## src/rtl/mix_decim_if.sv

```systemverilog
// Sample bus between the mixer output and the integrate-and-dump decimator.
// master drives samples and control; slave is the decimator.
interface mix_decim_if #(
  parameter int DW = 20
);
  logic signed [DW-1:0] din;
  logic                 din_vld;
  logic [1:0]           dec_sel;
  logic                 clr;
  logic signed [DW-1:0] dout;
  logic                 dout_vld;
  logic                 busy;

  modport master (
    output din, din_vld, dec_sel, clr,
    input  dout, dout_vld, busy
  );

  modport slave (
    input  din, din_vld, dec_sel, clr,
    output dout, dout_vld, busy
  );
endinterface

```

## src/rtl/mix_decim.sv

```systemverilog
// Integrate-and-dump decimator: averages N = 8/16/32/64 valid samples and
// emits one rounded (half-up) signed average per frame.
module mix_decim #(
  parameter int DW = 20,
  parameter int AW = 26
) (
  input  logic       clk,
  input  logic       rst,
  mix_decim_if.slave bus
);

  localparam logic [0:0] S_IDLE = 1'b0;
  localparam logic [0:0] S_ACC  = 1'b1;

  logic [0:0]           r_state;
  logic signed [AW-1:0] r_acc;
  logic [5:0]           r_cnt;
  logic [1:0]           r_dsel;
  logic signed [DW-1:0] r_dout;
  logic                 r_vld;

  logic [2:0]           w_k;
  logic [5:0]           w_last;
  logic signed [AW-1:0] w_din;
  logic signed [AW-1:0] w_sum;
  logic signed [AW-1:0] w_half;
  logic signed [AW-1:0] w_rnd;
  logic signed [DW-1:0] w_avg;

  // k = log2(N); the frame length is fixed by the dec_sel latched at frame start
  assign w_k    = 3'd3 + {1'b0, r_dsel};
  assign w_last = 6'((7'd1 << w_k) - 7'd1);
  assign w_din  = {{(AW-DW){bus.din[DW-1]}}, bus.din};
  assign w_sum  = r_acc + w_din;
  assign w_half = {{(AW-1){1'b0}}, 1'b1} << (w_k - 3'd1);
  assign w_rnd  = w_sum + w_half;
  // |sum| <= 2^25, so the shifted result always fits DW bits
  assign w_avg  = DW'(w_rnd >>> w_k);

  always_ff @(posedge clk or posedge rst) begin
    if (rst) begin
      r_state <= S_IDLE;
      r_acc   <= '0;
      r_cnt   <= '0;
      r_dsel  <= '0;
      r_dout  <= '0;
      r_vld   <= 1'b0;
    end else begin
      r_vld <= 1'b0;
      if (bus.clr) begin
        r_state <= S_IDLE;
        r_acc   <= '0;
        r_cnt   <= '0;
      end else if (bus.din_vld) begin
        case (r_state)
          S_IDLE: begin
            r_dsel  <= bus.dec_sel;
            r_acc   <= w_din;
            r_cnt   <= 6'd1;
            r_state <= S_ACC;
          end
          default: begin
            if (r_cnt == w_last) begin
              r_dout  <= w_avg;
              r_vld   <= 1'b1;
              r_acc   <= '0;
              r_cnt   <= '0;
              r_state <= S_IDLE;
            end else begin
              r_acc <= w_sum;
              r_cnt <= r_cnt + 6'd1;
            end
          end
        endcase
      end
    end
  end

  assign bus.dout     = r_dout;
  assign bus.dout_vld = r_vld;
  assign bus.busy     = (r_state == S_ACC);

endmodule
```

## src/flat_wrapper.sv

```systemverilog
// flat-port wrapper written by rule: the top's interface ports become plain ports
module mix_decim_flat 
#(
  parameter int DW = 20,
  parameter int AW = 26
)
  (clk, rst, bus_din, bus_din_vld, bus_dec_sel, bus_clr, bus_dout, bus_dout_vld, bus_busy);
  mix_decim_if #(.DW(DW)) bus_i ();
  input  logic clk;
  input  logic rst;
  input wire logic [$bits(bus_i.din)-1:0] bus_din;
  input wire logic [$bits(bus_i.din_vld)-1:0] bus_din_vld;
  input wire logic [$bits(bus_i.dec_sel)-1:0] bus_dec_sel;
  input wire logic [$bits(bus_i.clr)-1:0] bus_clr;
  output wire logic [$bits(bus_i.dout)-1:0] bus_dout;
  output wire logic [$bits(bus_i.dout_vld)-1:0] bus_dout_vld;
  output wire logic [$bits(bus_i.busy)-1:0] bus_busy;
  assign bus_i.din = bus_din;
  assign bus_i.din_vld = bus_din_vld;
  assign bus_i.dec_sel = bus_dec_sel;
  assign bus_i.clr = bus_clr;
  assign bus_dout = bus_i.dout;
  assign bus_dout_vld = bus_i.dout_vld;
  assign bus_busy = bus_i.busy;
  mix_decim #(.DW(DW), .AW(AW)) u_core (.clk(clk), .rst(rst), .bus(bus_i));
endmodule
```

## config.mk

```make
export PLATFORM = sky130hd
export DESIGN_NAME = mix_decim_flat
export DESIGN_NICKNAME = d
export VERILOG_FILES = /design/src/rtl/mix_decim_if.sv /design/src/rtl/mix_decim.sv /design/src/flat_wrapper.sv
export SDC_FILE = /design/constraint.sdc
export NUM_CORES = 1
export LEC_CHECK = 0
export BUFFER_PORTS_ARGS = -buffer_cell sky130_fd_sc_hd__buf_2
export CORE_MARGIN = 2
export CORE_UTILIZATION = 40
export DETAILED_ROUTE_END_ITERATION = 10
export GPL_ROUTABILITY_DRIVEN = 0
export GPL_TIMING_DRIVEN = 0
export HOLD_SLACK_MARGIN = 0.06
export PLACE_DENSITY = 0.66
export SETUP_SLACK_MARGIN = 0.05
export SLEW_MARGIN = 30
export SYNTH_ARGS = -nofsm -noshare
export SYNTH_HDL_FRONTEND = slang
export SYNTH_SLANG_ARGS = --single-unit
```

## constraint.sdc

```tcl
create_clock -name clk -period 17.1 [get_ports clk]
set_clock_uncertainty 0.2 [all_clocks]
set_input_delay 2.565 -clock clk [delete_from_list [all_inputs] [get_ports clk]]
set_output_delay 2.565 -clock clk [all_outputs]
set_load 0.01 [all_outputs]
```

==> run_results.csv <==
group,metric,value,unit
cts,cts.sinks,56,
setup_path,path_class,"input port to register",
placed_design,dp_cells,930,
cells_and_area,antennaDiodeCount,0,
routing,dr.pass1.iters,6,
grt,grt_pass1_wl,26400,um
synthesis,synth_seq_cells,56,
floorplanning,start_util,41.0,%
routing,vias,5555,
synthesis,synth-edff-count,0,
placed_design,port_buffers,47,
floorplanning,io_pins,48,
cts,htreeDepth,2,
grt,grt_usage,21.9,%
sta,setup_tns,0,ns
synthesis,synth_area_leader_cell,"dfrtp_1",
setup_path,crit_arrival,7.12,ns
grt,grt_max_degree,30,
routing,viasPerCell,5.92,
setup_path,crit_required,17.14,ns
synthesis,async_flop_share,100,%
sta,fin_crit_sh,41.4,%
power_and_ir_drop,ir_drop,0.0000569,V
synthesis,synth.area.top_cells,"dfrtp_1 25%, ha_1 9.4%, xnor2_1 5.7%, nand2_1 4.9%, a21oi_1 4.9%",
synthesis,synth.most_common_cell,"nand2_1",
cts,cts_root_buf,"clkbuf_16",
routing,drc,0,
synthesis,netlist_instances,702,
cts,cts_tree,"yes",
cts,numCtsBuffers,5,
synthesis,seq_area_frac_synth,24.5,%
sta,rsz0062_at_grt,"false",
synthesis,synthTopCellsByCount,"75 x nand2_1, 56 x a21oi_1, 56 x dfrtp_1",
floorplanning,die_area,15300,um^2
grt,overflow,0,
synthesis,synth_flop_cell,"dfrtp_1",
floorplanning,die_h,124,um
sta,final-hold-violation-count,0,
grt,antenna_found_initial,0,
power_and_ir_drop,power_leakage,2.91,nW
setup_path,worstSetupEndpointType,"register",
routing,ant_nets,0,
floorplanning,core-area,13900,um^2
synthesis,synth_top_cell_area_share,24.5,%
worst_hold_path,hold_class,"register to register",
sta,max_freq,0.141,GHz
cts,hold_buffers,0,
cells_and_area,drive_above_1_share,12.3,%
grt,grt_pass1_vias,5211,
run_status,status,"finished clean",
cells_and_area,nNetsFinal,828,
floorplanning,die_w,124,um
synthesis,synth.distinct_cells,79,
cells_and_area,area_growth,11.7,%
routing,wl_per_cell,17.0,um
cts,insertion_delay,0.31,ns
routing,drtIter0Drc,430,
sta,drv_slew,0,
sta,period_needed,7.08,ns
cts,cts.clk_slew.worst_paths,0.07,ns
sta,worst_slew_pin_slew,0.956,ns
sta,relSlewSlack,36.1,%
setup_path,worstPathMaxFanout,7,
cts,postCtsSetupRepairBufs,0,
setup_path,worst_setup_path_start_kind,"input port",
cells_and_area,finalNonFillerCells,938,
synthesis,avgSynthCellArea,8.15,um^2
routing,wl,15900,um
cts,post_cts_resized,0,
sta,setup_viol,0,
cts,clk_path_buf_depth,2,
synthesis,synthesis.nets,773,
placed_design,hpwl,12600,um
power_and_ir_drop,power_density,96.4,nW/um^2
synthesis,synthesis.area,5720,um^2
floorplanning,num_rows,43,
synthesis,yosysWarnings,0,
run,cap_violations,0,
==> sequential cells by signal (all words and copies together) (netlist names) <==
signal and flops:
u_core.r_acc 26, u_core.r_dsel 2, u_core.bus.dout_vld 1, u_core.bus.dout 20
u_core.r_cnt 6, u_core.bus.busy 1
==> critical path, stage by stage <==
cell and delay, ns:
buf_2 0.11, ha_1 0.22, fa_1 0.40, a21o_1 0.20
a221oi_1 0.54, xnor2_1 0.24, ha_1 0.26, o41ai_1 0.84
nor2_1 0.29, nand4_1 0.29, nor2_4 0.05, xnor2_1 0.18
mux2_4 0.32, mux4_2 0.49, o21ai_2 0.12
==> per-layer routing <==
layer  vias to the layer above  wire, um  global-route usage [%]
met5                         -         0                       0
met2                       163      7110                    35.1
met3                        24       800                    3.32
met1                      2618      7750                    30.8
met4                         0       247                    5.82
li1                       2750         -                       -
==> per-stage QoR <==
| stage | hold slack [ns] | power (mW) | worst slack (ns) | util (%) | cell area (um^2) |
|---|---|---|---|---|---|
| 2_1_floorplan | 0.253 | 0.406 | 10.58 | - | 5720 |
| 3_3_place_gp | 0.257 | 0.479 | 9.80 | 44.3 | 6180 |
| 3_5_place_dp | 0.260 | 0.483 | 9.78 | 44.5 | 6210 |
| 4_1_cts | 0.278 | 0.616 | 10.08 | 45.8 | 6390 |
| 5_1_grt | 0.298 | 0.662 | 9.68 | 45.8 | 6390 |
| 6_report | 0.271 | 0.616 | 10.02 | 45.8 | 6390 |
==> layout make-up <==
type / instances / area, um^2
Clock buffer: 7 / 153
Inverter: 23 / 88.8
Tap cell: 180 / 225
Buffer: 37 / 155
Multi-Input combinational cell: 586 / 4080
Sequential cell: 56 / 1400
Timing Repair Buffer: 48 / 255
Fill cell: 1390 / 7550
Clock inverter: 1 / 30.0
==> worst paths after layout <==
kind	startpoint	end	slack (ns)	cells after the start
setup / recovery	bus_din[0]	u_core.bus.dout[11]	10.02	15
hold / removal	u_core.bus.dout[7]	u_core.bus.dout[7]	0.27	2
setup reg to reg	u_core.r_dsel[0]	u_core.bus.dout[11]	10.35	19
hold reg to reg	u_core.bus.dout[7]	u_core.bus.dout[7]	0.27	2
max in group asynchronous	rst	u_core.r_acc[12]	14.18	3
min in group asynchronous	rst	u_core.bus.dout[3]	2.04	2
==> cell families (layout without fill, tap and decap cells) <==
family	count (synthesis)	after routing	share of synthesized area, %
AO/OA/AOI/OAI	233	233	27.6
XOR/XNOR	49	49	7.64
adder cells (fa/ha/maj)	45	45	10.1
buffers and inverters	60	116	4.22
flip-flops	56	56	24.5
multiplexers	32	32	6.43
AND/OR/NAND/NOR	227	227	19.5
==> power breakdown <==
group	leakage [nW]	switching [mW]	internal, mW
Clock	0.0901	0.0528	0.0774
Combinational	2.06	0.208	0.131
Sequential	0.759	0.00579	0.140
==> layout by cell type (no fill, tap or decap), drive strengths merged, types with 18 or more instances in the layout <==
cell type,n
clkbuf,34
o21ai,52
nand2,75
dfrtp,56
nand3,18
inv,22
buf,58
xnor2,38
a21oi,58
nor2,49
mux2i,24
nor3,22
ha,43
Note: power is estimated with default switching activity, not from simulation.
